[config.mk]
export PLATFORM = sky130hd
export DESIGN_NAME = robot_motion_sequencer
export DESIGN_NICKNAME = d
export VERILOG_FILES = /design/src/rtl/robot_motion_sequencer.sv
export SDC_FILE = /design/constraint.sdc
export NUM_CORES = 1
export LEC_CHECK = 0
export ABC_CLOCK_PERIOD_IN_PS = 4150
export BUFFER_PORTS_ARGS = -buffer_cell sky130_fd_sc_hd__buf_4
export CAP_MARGIN = 20
export CORE_UTILIZATION = 43
export DETAILED_ROUTE_END_ITERATION = 16
export GPL_TIMING_DRIVEN = 0
export PLACE_DENSITY = 0.62
export SLEW_MARGIN = 20
export SYNTH_ARGS = -nofsm -noshare
export SYNTH_HDL_FRONTEND = slang
export SYNTH_SLANG_ARGS = --single-unit
[constraint.sdc]
create_clock -name clk -period 4.15 [get_ports clk]
set_clock_uncertainty 0.15 [all_clocks]
set_input_delay 0.415 -clock clk [delete_from_list [all_inputs] [get_ports clk]]
set_output_delay 0.415 -clock clk [all_outputs]
set_load 0.05 [all_outputs]
[src/rtl/robot_motion_sequencer.sv]
// Robot motion sequencer: sense / command / drive / settle loop
// with emergency stop and saturating step counters.
module robot_motion_sequencer #(
  parameter int FWD_CYCLES    = 4,
  parameter int TURN_CYCLES   = 8,
  parameter int SETTLE_CYCLES = 2
) (
  input  logic       clk,
  input  logic       rst_n,
  input  logic       enable,
  input  logic       estop,
  input  logic       cmd_valid,
  input  logic       front,
  input  logic       turn,
  output logic       sense_req,
  output logic       cmd_ready,
  output logic       motor_fwd,
  output logic       motor_turn,
  output logic       busy,
  output logic [7:0] fwd_count,
  output logic [7:0] turn_count
);

  // A zero-length phase would never terminate; stretch it to one cycle.
  localparam int FWD_N  = (FWD_CYCLES    < 1) ? 1 : FWD_CYCLES;
  localparam int TURN_N = (TURN_CYCLES   < 1) ? 1 : TURN_CYCLES;
  localparam int SET_N  = (SETTLE_CYCLES < 1) ? 1 : SETTLE_CYCLES;

  localparam int MAX_FT = (FWD_N > TURN_N) ? FWD_N : TURN_N;
  localparam int TMAX   = (MAX_FT > SET_N) ? MAX_FT : SET_N;
  localparam int TW     = (TMAX > 1) ? $clog2(TMAX) : 1;

  localparam logic [TW-1:0] FWD_LAST  = TW'(FWD_N - 1);
  localparam logic [TW-1:0] TURN_LAST = TW'(TURN_N - 1);
  localparam logic [TW-1:0] SET_LAST  = TW'(SET_N - 1);

  typedef enum logic [2:0] {
    IDLE,
    SENSE,
    WAIT_CMD,
    DRIVE,
    ROTATE,
    SETTLE
  } state_t;

  state_t        state_q;
  state_t        state_n;
  logic [TW-1:0] timer_q;
  logic [TW-1:0] timer_n;
  logic          fwd_inc;
  logic          turn_inc;

  logic          sense_req_q;
  logic          cmd_ready_q;
  logic          motor_fwd_q;
  logic          motor_turn_q;
  logic          busy_q;
  logic [7:0]    fwd_count_q;
  logic [7:0]    turn_count_q;

  // Next-state, step timer and step-completion strobes.
  always_comb begin
    state_n  = state_q;
    timer_n  = timer_q;
    fwd_inc  = 1'b0;
    turn_inc = 1'b0;
    if (estop) begin
      state_n = IDLE;
      timer_n = '0;
    end else begin
      unique case (state_q)
        IDLE: begin
          if (enable) begin
            state_n = SENSE;
          end
        end
        SENSE: begin
          state_n = WAIT_CMD;
        end
        WAIT_CMD: begin
          if (cmd_valid) begin
            timer_n = '0;
            if (turn) begin
              state_n = ROTATE;
            end else if (front) begin
              state_n = DRIVE;
            end else begin
              state_n = SETTLE;
            end
          end else if (!enable) begin
            state_n = IDLE;
          end
        end
        DRIVE: begin
          if (timer_q == FWD_LAST) begin
            state_n = SETTLE;
            timer_n = '0;
            fwd_inc = 1'b1;
          end else begin
            timer_n = timer_q + 1'b1;
          end
        end
        ROTATE: begin
          if (timer_q == TURN_LAST) begin
            state_n  = SETTLE;
            timer_n  = '0;
            turn_inc = 1'b1;
          end else begin
            timer_n = timer_q + 1'b1;
          end
        end
        SETTLE: begin
          if (timer_q == SET_LAST) begin
            timer_n = '0;
            state_n = enable ? SENSE : IDLE;
          end else begin
            timer_n = timer_q + 1'b1;
          end
        end
        default: begin
          state_n = IDLE;
          timer_n = '0;
        end
      endcase
    end
  end

  // State and step timer registers.
  always_ff @(posedge clk or negedge rst_n) begin
    if (!rst_n) begin
      state_q <= IDLE;
      timer_q <= '0;
    end else begin
      state_q <= state_n;
      timer_q <= timer_n;
    end
  end

  // Outputs are decoded from the next state so they align with it.
  always_ff @(posedge clk or negedge rst_n) begin
    if (!rst_n) begin
      sense_req_q  <= 1'b0;
      cmd_ready_q  <= 1'b0;
      motor_fwd_q  <= 1'b0;
      motor_turn_q <= 1'b0;
      busy_q       <= 1'b0;
    end else begin
      sense_req_q  <= (state_n == SENSE);
      cmd_ready_q  <= (state_n == WAIT_CMD);
      motor_fwd_q  <= (state_n == DRIVE);
      motor_turn_q <= (state_n == ROTATE);
      busy_q       <= (state_n != IDLE);
    end
  end

  // Saturating completed-step counters.
  always_ff @(posedge clk or negedge rst_n) begin
    if (!rst_n) begin
      fwd_count_q  <= 8'd0;
      turn_count_q <= 8'd0;
    end else begin
      if (fwd_inc && (fwd_count_q != 8'hFF)) begin
        fwd_count_q <= fwd_count_q + 8'd1;
      end
      if (turn_inc && (turn_count_q != 8'hFF)) begin
        turn_count_q <= turn_count_q + 8'd1;
      end
    end
  end

  assign sense_req  = sense_req_q;
  assign cmd_ready  = cmd_ready_q;
  assign motor_fwd  = motor_fwd_q;
  assign motor_turn = motor_turn_q;
  assign busy       = busy_q;
  assign fwd_count  = fwd_count_q;
  assign turn_count = turn_count_q;

  // The two drives must never fight each other.
  a_motor_excl: assert property (
    @(posedge clk) disable iff (!rst_n)
    !(motor_fwd && motor_turn)
  );

endmodule

== After elaboration in Yosys (flattened, before gate mapping) ==
Index checks and enable logic that the tools add are counted.

* $add $sub $neg: 3
* Multiply operators: 0
* Divide/modulo/power cells: 0
* Order comparisons: 0
* Equal/unequal tests: 16
* Shifts and indexed selects: 0
* Mux-type cells: 23
* Bitwise operators: 0
* Reductions and logical operators: 6

{| class="wikitable"
|+ Operators by type and width
! operator !! number
|-
| 3-bit 2-to-1 mux || 14
|-
| 3-bit case mux with 6 select lines || 1
|-
| 8-bit by 1-bit adder with 8-bit output, second input constant || 2
|-
| 8-bit != test, second input constant || 2
|-
| 3-bit by 2-bit == test with 1-bit output, second input constant || 5
|-
| 3-bit case mux with 5 select lines || 1
|-
| 3-bit == test, second input constant || 4
|-
| 3-bit by 1-bit == test with 1-bit output, second input constant || 3
|-
| 1-bit 2-to-1 mux || 7
|-
| 3-bit by 1-bit adder with 3-bit output, second input constant || 1
|-
| 3-bit zero test || 1
|-
| 3-bit != test, second input constant || 1
|-
| 3-bit nonzero test || 1
|-
| 1-bit logical AND || 2
|-
| 2-bit by 1-bit != test with 1-bit output, second input constant || 1
|-
| 2-bit AND reduction || 1
|-
| 2-bit OR reduction || 1
|}

* Register bits: 27
* Bits in latches: 0
* Bits in writable memories: 0
* Memory bits (read-only): 0
* Input port bits: 7
* Word-level logic and storage cells: 57
* Memories: 0

== Logic depth before layout (Yosys ltp) ==
* Word-level depth: 6
* Depth in mapped cells: 6
* Mapped depth without buffers: 6

== Worst setup path before layout ==
Ideal clock, no wire load.

* Path type: register to register
* Start: register turn_count_q[0] (netlist: turn_count[0])
* End: register turn_count_q[6] (netlist: turn_count[6])
* Setup time: 0.125 ns
* Arrival time: 1.628 ns
* Required time: 3.875 ns
* Slack: 2.247 ns
* Cell stages (with the launch flop): 5
* Clock period less this slack: 1.903 ns
* Path through: dfrtp_1 ha_1 nor4b_4 and3_1 mux2_2

* Word-level cells in the longest chain between the ends: 2
* Elaborated cells between the ends (all ways): 3
* Classes of those cells: 1 x add/sub; 1 x eq/ne; 1 x reduce/logical

{| class="wikitable"
|+ Ends and longest elaborated chain
! what !! line !! RTL
|-
| start, declared || 59 || <nowiki>logic [7:0] turn_count_q;</nowiki>
|-
| start signal, assigned || 166 || <nowiki>turn_count_q <= turn_count_q + 8'd1;</nowiki>
|-
| parallel branches: the longest is 2 deep, another holds 8-bit by 1-bit adder with 8-bit output || - ||
|}

Several ways; the timed one is not identified.
A chain may end at the register's enable or synchronous reset.

== Worst setup path after layout ==
* Start: register timer_q[0]
* End: register turn_count_q[6] (netlist: turn_count[6])

* Word-level cells in the longest chain between the ends: 5

{| class="wikitable"
|+ Ends and longest elaborated chain
! what !! line !! RTL
|-
| start, declared || 48 || <nowiki>logic [TW-1:0] timer_q;</nowiki>
|-
| start signal, assigned || 135 || <nowiki>timer_q <= timer_n;</nowiki>
|-
| 3-bit == test || 104 || <nowiki>if (timer_q == TURN_LAST) begin</nowiki>
|-
| 1-bit 2-to-1 mux || 104 ||
|-
| 1-bit 2-to-1 mux || 71 || <nowiki>unique case (state_q)</nowiki>
|-
| 1-bit 2-to-1 mux || 67 || <nowiki>if (estop) begin</nowiki>
|-
| 1-bit logical AND || 165 || <nowiki>if (turn_inc && (turn_count_q != 8'hFF)) begin</nowiki>
|}

Every way passes these cells.

==> out/metrics.cfg <==
[clock_tree]
cts_sinks=27
clk_path_buf_depth=2
cts_made_buffers=3
cts.clk_slew.worst_paths_ns=0.14
htreeDepth=1
clock_latency_ns=0.32
cts_tree=done
cts_setup_buffers=0
clk_root_buffer_cell=clkbuf_4

[grt]
antenna_found_initial=0
grt_pass1_vias=1172
gr-total-overflow=0
grt_pass1_wl_mm=5.18
grt_max_degree=28
grt_util_all_layers_pct=16.5

[synth]
synth-seq-area-share_pct=42.8
avgSynthCellArea_um2=10.8
ys.flop_type=dfrtp_1
yosysUniqueCellTypes=44
syn-instance-count=146
synth_area_leaders=dfrtp_1, ha_1, mux2_2
yosys.area_share.adder_pct=6.34
synth_top_family_by_area=simple AND/OR/NAND/NOR gates
syn_nets=161
synth-xor-area-share_pct=4.44
synth-simple-area-share_pct=25.7
synth_edf_count=0
synthArstFlopShare_pct=100
syn-cell-area_mm2=0.00158
synth.area.mux_share_pct=6.97
yosys_warnings=0
ys_ff_latch=27
synth_compound_area_share_pct=10.1
synth_top_area_share_pct=42.8
yosysTopAreaCell=dfrtp_1

[route]
wirelength_mm=2.88
via_per_inst=5.35
ant_nets=0
routed-wl-met2_mm=1.46
drt-pass1-iter-count=4
wl_met3_um=74
drt-met1-wl_mm=1.33
avgRoutedWirePerCell_um=12.9
drtIter0Drc=24
drc=0
routed.top_layer=met4
vias=1193

[floorplanning]
die_h_um=62.6
die_area_mm2=0.00392
io_pins=28
fp-row-count=21
core_area_mm2=0.00342
die_width_um=62.6
initial_core_util_pct=46.2

[critical_path]
required_ns=4.22
criticalPathCategory=reg2reg
crit_chain=ha_1 -> ha_1 -> nand2b_4 -> nor4b_4 -> and3_1 -> mux2_2
path_max_fanout=5
slowest_stage=dfrtp_1
crit_buf_inv=0
slowest_delay_ns=0.44
path_delay_family=simple AND/OR/NAND/NOR gates
crit_top_cell=ha_1
endpoint_kind=flip-flop
worstPathArrival_ns=2.11
cp-start-kind=flip-flop

[finish]
fillCellCount=323
diodes=0
multi_input_area_um2=845
layout_common_cells=dfrtp_1, buf_4, nand2_1, nor2_1, ha_1
final_common_cell=dfrtp_1
area_growth_pct=18.3
nets=193
post_route_cells_drive_above_1_share_pct=28.2
seq_area_um2=676

[timing]
fin_crit_ns=2.04
worst_pin_slew_ns=0.372
setup_violations=0
max-slew-margin-rel_pct=75.0
rsz0062_at_grt=no
maxSlewViolCount=0
final.setup.tns_ns=0
period_share_pct=49.2
finalHoldViolations=0
fmax_mhz=490

[outcome]
status=finished clean

[worst_hold_path]
min_path_type=in2reg

[place]
dp_hpwl_mm=2.20
portBuffers=26
place.gp.congestion=0.837

[pwr]
seqPwrFrac_pct=57.6
swShare_pct=28.9
pwr-share-comb_pct=18.7
clockPowerShare_pct=23.7
finalPower_uw=482
ir_worst_vdd_uv=162
powerDensity_mw_per_mm2=258
p_switching_uw=139
p_leak_uw=0.000897
p_int_uw=343

[job]
drv_cap=0

-- through the flow --
stage / util (%) / instances / setup slack (ns) / hold slack, ns / cell area [um^2]
detailed placement: 53.6 / 218 / 2.12 / 0.205 / 1830
global route: 54.7 / 223 / 1.96 / 0.127 / 1870
floorplan: - / 146 / 2.25 / -0.0306 / 1580
CTS: 54.7 / 223 / 2.09 / 0.146 / 1870
global placement: 53.6 / 218 / 2.15 / 0.196 / 1830
finish: 54.7 / 223 / 2.11 / 0.157 / 1870
-- Yosys cell counts, drive strengths merged (2+ instances only) --
master / n
buf: 4
mux2: 8
dfrtp: 27
inv: 7
nand2: 10
nand3: 7
a31oi: 2
nand2b: 6
xor2: 6
o21ai: 3
nor3: 6
and3: 3
xnor2: 2
nor2b: 3
ha: 8
nor3b: 2
nand3b: 3
nor2: 10
mux2i: 2
nand4: 5
nor4: 3
o21a: 2
a21o: 2
-- final timing paths --
kind	start	end	slack, ns	cells past startpoint
max	timer_q[0]$_DFFE_PN0P_	turn_count[6]$_DFFE_PN0P_	2.11	6
min	estop	timer_q[1]$_DFFE_PN0P_	0.16	2
max reg2reg	timer_q[0]$_DFFE_PN0P_	turn_count[6]$_DFFE_PN0P_	2.11	6
min reg2reg	turn_count[0]$_DFFE_PN0P_	turn_count[0]$_DFFE_PN0P_	0.38	1
max in group asynchronous	rst_n	timer_q[1]$_DFFE_PN0P_	3.23	2
min in group asynchronous	rst_n	turn_count[5]$_DFFE_PN0P_	0.37	2
-- layout make-up --
cell class	instances	share of cell area, %
Clock buffer	4	1.41
Timing Repair Buffer	27	11.0
Buffer	4	1.74
Sequential cell	27	36.2
Inverter	7	1.41
Multi-Input combinational cell	108	45.2
Tap cell	46	3.08
-- power by group through the flow --
stage | Clock [uW] | Sequential [uW] | Combinational, uW
finish | 114 | 277 | 90.3
global route | 130 | 279 | 98.3
CTS | 119 | 278 | 91.5
detailed placement | 0 | 283 | 90.5
global placement | 0 | 282 | 89.5
floorplan | 0 | 300 | 45.4
-- registers in the layout, indices dropped and copies added (netlist names) --
register    count
motor_turn      1
motor_fwd       1
state_q         3
cmd_ready       1
turn_count      8
fwd_count       8
timer_q         3
busy            1
sense_req       1
-- routing by layer --
layer	GRT usage, %	vias up
met2	27.9	15
met3	2.19	2
met5	0	-
met4	6.10	0
met1	21.5	587
li1	-	589
-- logic make-up (layout without fill, tap and decap cells) --
group,Yosys count,in the layout
and+or+nand+nor,62,62
DFF,27,27
AOI/OAI and AO/OA,20,20
buffers and inverters,11,42
muxes,10,10
adders and majority gates,8,8
xor gates and xnor gates,8,8
-- what timing repair did --
action	in CTS	in global routing
hold buffers	1	0
gates resized for setup	0	0
endpoints found under the setup margin	0	0
endpoints found under the hold margin	27	0
No activity file was read; power rests on OpenSTA's default activity.
